## config.mk

```make
export PLATFORM = sky130hd
export DESIGN_NAME = alu_sequencer
export DESIGN_NICKNAME = d
export VERILOG_FILES = /design/src/rtl/alu_sequencer_pkg.sv /design/src/rtl/alu_latency_counter.sv /design/src/rtl/alu_sequencer.sv
export SDC_FILE = /design/constraint.sdc
export NUM_CORES = 1
export LEC_CHECK = 0
export BUFFER_PORTS_ARGS = -buffer_cell sky130_fd_sc_hd__buf_2
export CAP_MARGIN = 20
export CORE_MARGIN = 3
export CORE_UTILIZATION = 30
export DETAILED_ROUTE_END_ITERATION = 8
export SLEW_MARGIN = 20
export SYNTH_ARGS = -nofsm -noshare
export SYNTH_HDL_FRONTEND = slang
export SYNTH_SLANG_ARGS = --single-unit
```

## constraint.sdc

```tcl
create_clock -name clk -period 5 [get_ports clk]
set_input_delay 1 -clock clk [delete_from_list [all_inputs] [get_ports clk]]
set_output_delay 1 -clock clk [all_outputs]
set_load 0.02 [all_outputs]
```

## src/rtl/alu_sequencer_pkg.sv

```systemverilog
// -----------------------------------------------------------------------------
// alu_sequencer_pkg
// Shared definitions for the ALU issue sequencer: ALU op encodings, FSM state
// encodings, default sizing and a saturating 32-bit increment helper used by
// the optional performance counters (ALU_SEQ_PERF_EN).
// -----------------------------------------------------------------------------
package alu_sequencer_pkg;

  localparam int DEF_WIDTH       = 32;
  localparam int DEF_MUL_LATENCY = 8;

  // Request / ALU op encodings. 2'b11 is never forwarded to the ALU.
  localparam logic [1:0] ALU_OP_ADD = 2'b00;
  localparam logic [1:0] ALU_OP_SUB = 2'b01;
  localparam logic [1:0] ALU_OP_MUL = 2'b10;
  localparam logic [1:0] ALU_OP_ILL = 2'b11;

  typedef enum logic [1:0] {
    ST_IDLE     = 2'b00,
    ST_EXEC     = 2'b01,
    ST_MUL_WAIT = 2'b10,
    ST_RESP     = 2'b11
  } state_t;

  // Increment that sticks at all-ones instead of wrapping.
  function automatic logic [31:0] sat_inc32(input logic [31:0] v);
    return (v == 32'hFFFF_FFFF) ? v : (v + 32'd1);
  endfunction

endpackage

```

## src/rtl/alu_latency_counter.sv

```systemverilog
// -----------------------------------------------------------------------------
// alu_latency_counter
// Load/decrement down-counter timing the multiplier latency.
//   clk, reset : clock, asynchronous active-high reset (count cleared to 0)
//   load_i     : load MUL_LATENCY-1 (takes priority over dec_i)
//   dec_i      : decrement by one, holding at zero
//   done_o     : count is zero
// -----------------------------------------------------------------------------
module alu_latency_counter #(
  parameter int MUL_LATENCY = 8
) (
  input  logic clk,
  input  logic reset,
  input  logic load_i,
  input  logic dec_i,
  output logic done_o
);

  localparam int            CW       = $clog2(MUL_LATENCY + 1);
  localparam logic [CW-1:0] LOAD_VAL = CW'(MUL_LATENCY - 1);
  localparam logic [CW-1:0] ONE      = CW'(1);

  logic [CW-1:0] cnt_q;
  logic [CW-1:0] cnt_d;

  // Next count: load wins, decrement stops at zero.
  always_comb begin
    cnt_d = cnt_q;
    if (load_i) begin
      cnt_d = LOAD_VAL;
    end else if (dec_i && (cnt_q != '0)) begin
      cnt_d = cnt_q - ONE;
    end else begin
      cnt_d = cnt_q;
    end
  end

  // Count register.
  always_ff @(posedge clk or posedge reset) begin
    if (reset) begin
      cnt_q <= '0;
    end else begin
      cnt_q <= cnt_d;
    end
  end

  assign done_o = (cnt_q == '0);

endmodule

```

## src/rtl/alu_sequencer.sv

```systemverilog
// -----------------------------------------------------------------------------
// alu_sequencer
// Issue controller between decode/issue and the single execution-stage ALU.
// Accepts one request at a time, drives the ALU only from registered operands,
// waits out the multiplier latency, and returns the captured result.
//   clk, reset          : clock, asynchronous active-high reset
//   req_valid/ready     : request handshake; req_op/req_a/req_b payload
//   resp_valid/ready    : response handshake; resp_result/zero/error payload
//   alu_op/first/second : ALU controls; mul_start one-cycle multiplier start
//   alu_result          : ALU result (low WIDTH bits of product for mul)
//   busy                : sequencer not idle
// Optional (macro ALU_SEQ_PERF_EN): perf_ops, perf_mul_cycles saturating
// counters of completed responses and cycles spent in MUL_WAIT.
// -----------------------------------------------------------------------------
module alu_sequencer
  import alu_sequencer_pkg::*;
#(
  parameter int WIDTH       = DEF_WIDTH,
  parameter int MUL_LATENCY = DEF_MUL_LATENCY
) (
  input  logic             clk,
  input  logic             reset,
  input  logic             req_valid,
  output logic             req_ready,
  input  logic [1:0]       req_op,
  input  logic [WIDTH-1:0] req_a,
  input  logic [WIDTH-1:0] req_b,
  output logic             resp_valid,
  input  logic             resp_ready,
  output logic [WIDTH-1:0] resp_result,
  output logic             resp_zero,
  output logic             resp_error,
  output logic [1:0]       alu_op,
  output logic [WIDTH-1:0] alu_first,
  output logic [WIDTH-1:0] alu_second,
  output logic             mul_start,
  input  logic [WIDTH-1:0] alu_result,
`ifdef ALU_SEQ_PERF_EN
  output logic [31:0]      perf_ops,
  output logic [31:0]      perf_mul_cycles,
`endif
  output logic             busy
);

  localparam logic [WIDTH-1:0] ONE_W = WIDTH'(1);

  state_t           state_q, state_d;
  logic [1:0]       op_q, op_d;
  logic [WIDTH-1:0] first_q, first_d;
  logic [WIDTH-1:0] second_q, second_d;
  logic [WIDTH-1:0] result_q, result_d;
  logic             zero_q, zero_d;
  logic             error_q, error_d;
  logic             resp_valid_q, resp_valid_d;
  logic             mul_start_q, mul_start_d;
  logic             cnt_load_s;
  logic             cnt_dec_s;
  logic             cnt_done_s;

  alu_latency_counter #(
    .MUL_LATENCY (MUL_LATENCY)
  ) u_lat_cnt (
    .clk    (clk),
    .reset  (reset),
    .load_i (cnt_load_s),
    .dec_i  (cnt_dec_s),
    .done_o (cnt_done_s)
  );

  // Next-state and next-register values for the whole sequencer.
  always_comb begin
    state_d      = state_q;
    op_d         = op_q;
    first_d      = first_q;
    second_d     = second_q;
    result_d     = result_q;
    zero_d       = zero_q;
    error_d      = error_q;
    resp_valid_d = resp_valid_q;
    mul_start_d  = 1'b0;
    cnt_load_s   = 1'b0;
    cnt_dec_s    = 1'b0;
    case (state_q)
      ST_IDLE: begin
        if (req_valid) begin
          error_d = 1'b0;
          case (req_op)
            ALU_OP_ADD: begin
              state_d  = ST_EXEC;
              op_d     = ALU_OP_ADD;
              first_d  = req_a;
              second_d = req_b;
            end
            ALU_OP_SUB: begin
              // The ALU adder has no carry-in, so negate b here.
              state_d  = ST_EXEC;
              op_d     = ALU_OP_SUB;
              first_d  = req_a;
              second_d = ~req_b + ONE_W;
            end
            ALU_OP_MUL: begin
              state_d     = ST_MUL_WAIT;
              op_d        = ALU_OP_MUL;
              first_d     = req_a;
              second_d    = req_b;
              mul_start_d = 1'b1;
              cnt_load_s  = 1'b1;
            end
            default: begin
              // Illegal op: answer immediately, ALU stays untouched.
              state_d      = ST_RESP;
              result_d     = '0;
              zero_d       = 1'b1;
              error_d      = 1'b1;
              resp_valid_d = 1'b1;
            end
          endcase
        end else begin
          state_d = ST_IDLE;
        end
      end
      ST_EXEC: begin
        state_d      = ST_RESP;
        result_d     = alu_result;
        zero_d       = (alu_result == '0);
        resp_valid_d = 1'b1;
        op_d         = ALU_OP_ADD;
        first_d      = '0;
        second_d     = '0;
      end
      ST_MUL_WAIT: begin
        if (cnt_done_s) begin
          state_d      = ST_RESP;
          result_d     = alu_result;
          zero_d       = (alu_result == '0);
          resp_valid_d = 1'b1;
          op_d         = ALU_OP_ADD;
          first_d      = '0;
          second_d     = '0;
        end else begin
          cnt_dec_s = 1'b1;
        end
      end
      ST_RESP: begin
        if (resp_ready) begin
          state_d      = ST_IDLE;
          resp_valid_d = 1'b0;
        end else begin
          state_d = ST_RESP;
        end
      end
      default: begin
        state_d = ST_IDLE;
      end
    endcase
  end

  // Sequencer state and datapath registers.
  always_ff @(posedge clk or posedge reset) begin
    if (reset) begin
      state_q      <= ST_IDLE;
      op_q         <= ALU_OP_ADD;
      first_q      <= '0;
      second_q     <= '0;
      result_q     <= '0;
      zero_q       <= 1'b0;
      error_q      <= 1'b0;
      resp_valid_q <= 1'b0;
      mul_start_q  <= 1'b0;
    end else begin
      state_q      <= state_d;
      op_q         <= op_d;
      first_q      <= first_d;
      second_q     <= second_d;
      result_q     <= result_d;
      zero_q       <= zero_d;
      error_q      <= error_d;
      resp_valid_q <= resp_valid_d;
      mul_start_q  <= mul_start_d;
    end
  end

  assign req_ready   = (state_q == ST_IDLE);
  assign busy        = (state_q != ST_IDLE);
  assign resp_valid  = resp_valid_q;
  assign resp_result = result_q;
  assign resp_zero   = zero_q;
  assign resp_error  = error_q;
  assign alu_op      = op_q;
  assign alu_first   = first_q;
  assign alu_second  = second_q;
  assign mul_start   = mul_start_q;

`ifdef ALU_SEQ_PERF_EN
  logic [31:0] perf_ops_q;
  logic [31:0] perf_mul_q;

  // Saturating counters of completed responses and multiplier wait cycles.
  always_ff @(posedge clk or posedge reset) begin
    if (reset) begin
      perf_ops_q <= 32'd0;
      perf_mul_q <= 32'd0;
    end else begin
      if (resp_valid_q && resp_ready) begin
        perf_ops_q <= sat_inc32(perf_ops_q);
      end
      if (state_q == ST_MUL_WAIT) begin
        perf_mul_q <= sat_inc32(perf_mul_q);
      end
    end
  end

  assign perf_ops        = perf_ops_q;
  assign perf_mul_cycles = perf_mul_q;
`endif

endmodule

```

==> key figures <==
Finish
  – Area Overhead vs Synth: 29.4%
  – Ant. Diodes: 0
  – Layout cells sized above 1: 0.323
  – Fin nets: 856
  – Final core utilization: 0.400

Critical path
  – Worst R2R End: alu_second[27]
  – Reg2Reg Depth: 4
  – Worst R2R Setup Slack: 2.39 ns
  – Arr. time, crit path: 3.01 ns
  – Worst setup EP type: flop
  – Critical Path RT: 5.19 ns
  – WS Path Type: input port to flop
  – RR Startpoint: state_q[1]
  – Critical path fanouts, max: 8
  – Critical path launch point type: input port

Drt
  – Via count: 4536
  – Detail Route Antenna Nets: 0
  – DRC errors left: 0
  – Via density: 4.66
  – WL final: 14600 µm
  – DRT iter0 DRCs: 269
  – Routed len/inst: 15.0 µm
  – First drt pass iteration count: 4

Placement
  – Port Buf Inserts: 205
  – RD Place Congestion: 0.818
  – HPWL Detailed: 10800 µm

Synthesis
  – Synthesized Nets: 667
  – Seq cells post-synth: 108
  – Netlist cell types: 45
  – Area of the mapped netlist: 5190 µm²
  – Fraction of registers with async set or reset after synthesis: 1.00
  – Post-synthesis instance total: 559
  – Top cells by count, synth: nand2_1 (145), dfrtp_1 (108), o21ai_1 (50)
  – Synth warn: 0
  – Post-synth EDFFs: 0
  – Yosys top cell area share: 0.521
  – Avg Synthesized Cell Area: 9.28 µm²
  – Synth Flop Type: dfrtp_1
  – Top cells by area, synth: dfrtp_1 (52%), nand2_1 (10%), o21ai_1 (4.8%), xor2_1 (4.4%), nand2b_1 (3.9%)
  – Most frequent cell after synthesis: nand2_1
  – Seq/Total Area, Yosys: 0.521
  – Area leader, netlist: dfrtp_1

Global routing
  – Largest net degree at the start of global routing: 78
  – Initial antenna violation count: 1
  – Vias in the first global route: 4384
  – First-pass GRT wire length: 23100 µm
  – Gr usage total: 0.156
  – Total congestion overflow: 0

Clocking
  – Clk buf depth: 2
  – Num CTS Buffers: 9
  – Post-CTS setup buffers: 0
  – CTS tree: done
  – H-tree Lvls: 3
  – Clk slew on worst S/H paths: 0.07 ns
  – Root Driver: clkbuf_16
  – Clock Latency Late Sink: 0.34 ns
  – Gates resized, CTS repair: 0
  – Hold buffers post-CTS: 0
  – CTS sink count: 108

Run status
  – Outcome: finished clean

Hold path
  – Worst hold start: alu_first[13]
  – HP Class: flop to flop
  – WHS Endpoint: alu_first[13]
  – Hold depth: 2

STA
  – Final hold vios: 0
  – Setup TNS: 0 ns
  – # setup viols final: 0
  – Worst clock skew: 0.0127 ns
  – Highest Clock Rate: 0.355 GHz
  – Tightest slew margin relative to the limit: 0.356
  – Max Slew Vio Count: 0
  – Fin crit share: 0.564
  – Fin crit period: 2.82 ns
  – Actual slew at the worst max-slew pin: 0.966 ns
  – RSZ-0062 raised after global routing: no

Job
  – Max-cap violations: 0

Floorplanning
  – Num ports: 206
  – Die X-Extent: 137 µm
  – Cell Rows: 47
  – Die height: 137 µm
  – CORE AREA: 16800 µm²
  – Initial core utilization: 0.310
  – Total die area: 18900 µm²

Power
  – P per Cell Area: 650 nW/µm²
  – IR drop worst, VDD: 0.000469 V
  – Leak pwr: 3.31 nW
area by class of cell:
cell class,count,area (µm²)
well taps,220,275
clock buffers,12,256
flip-flops and latches,108,2700
multi-input cells,404,2280
fillers,1716,10000
repair buffers,212,1090
inverters,13,51.3
clock inverters,4,56.3
sequential cells by signal (all words and copies together) (netlist names):
name,cells
alu_op,2
alu_first,32
state_q,2
resp_error,1
mul_start,1
resp_zero,1
resp_result,32
u_lat_cnt.cnt_q,4
resp_valid,1
alu_second,32
worst max-delay path, stage by stage:
cell and delay [ns]:
buf_2 0.12, inv_1 0.07, ha_1 0.16, nor3b_1 0.45, nand4_1 0.47, o41ai_1 0.49, xor2_1 0.18, o31ai_1 0.07
per-stage QoR:
step	cell area, µm²	total power [W]	hold WS [ns]	cells	worst slack [ns]
after floorplan	5190	0.00300	0.490	559	1.15
after global routing	6710	0.00475	0.503	973	1.96
after detailed placement	6380	0.00369	0.465	956	1.83
after global placement	6380	0.00365	0.460	956	1.91
after CTS	6690	0.00445	0.482	972	2.20
final	6710	0.00436	0.473	973	2.18
power by group:
| group | internal, W | leakage (nW) | switching, W | total [W] |
|---|---|---|---|---|
| logic | 0.000723 | 1.76 | 0.00150 | 0.00222 |
| registers | 0.00123 | 1.40 | 0.000167 | 0.00139 |
| clock network | 0.000420 | 0.147 | 0.000325 | 0.000745 |
worst max path at each step:
stage	from	end	slack [ns]	depth (start not counted)
2_1_floorplan	reset	alu_first[0]	1.15	1
3_3_place_gp	req_b[0]	alu_second[16]	1.91	8
3_5_place_dp	req_b[0]	alu_second[16]	1.83	8
4_1_cts	req_b[0]	alu_second[16]	2.20	8
5_1_grt	req_b[0]	alu_second[16]	1.96	8
6_report	req_b[0]	alu_second[16]	2.18	8
layer usage:
layer | track usage | vias up | part of all wire
met5 | 0 | - | 0.00048
met4 | 0.0715 | 2 | 0.030
met3 | 0.0336 | 24 | 0.063
met2 | 0.240 | 137 | 0.46
met1 | 0.209 | 2092 | 0.45
li1 | - | 2281 | -
placed cells by master, fill, tap and decap left out, drive strengths merged:
cell	count
o21ai	90
a21oi	4
ha	6
dfrtp	108
nor4	13
nor3b	1
nor3	2
or3	3
mux2i	1
nand3b	2
nand2	146
nand4b	1
o211ai	2
mux2	1
o31ai	27
clkbuf	12
or2	2
nor2	10
xnor2	6
clkinvlp	2
nand3	3
a21o	2
o41ai	8
nand2b	32
or4	7
buf	212
nand4	6
xor2	26
a31oi	3
bufinv	1
inv	14
logic make-up (layout without fill, tap and decap cells):
family | Yosys count | in the layout | synth area share
simple gates | 228 | 228 | 0.210
compound gates | 136 | 136 | 0.157
flops | 108 | 108 | 0.521
buf+inv | 47 | 241 | 0.0403
xor+xnor | 32 | 32 | 0.0540
fa+ha+maj | 6 | 6 | 0.0145
mux | 2 | 2 | 0.00410
(Power assumes the default switching activity.)
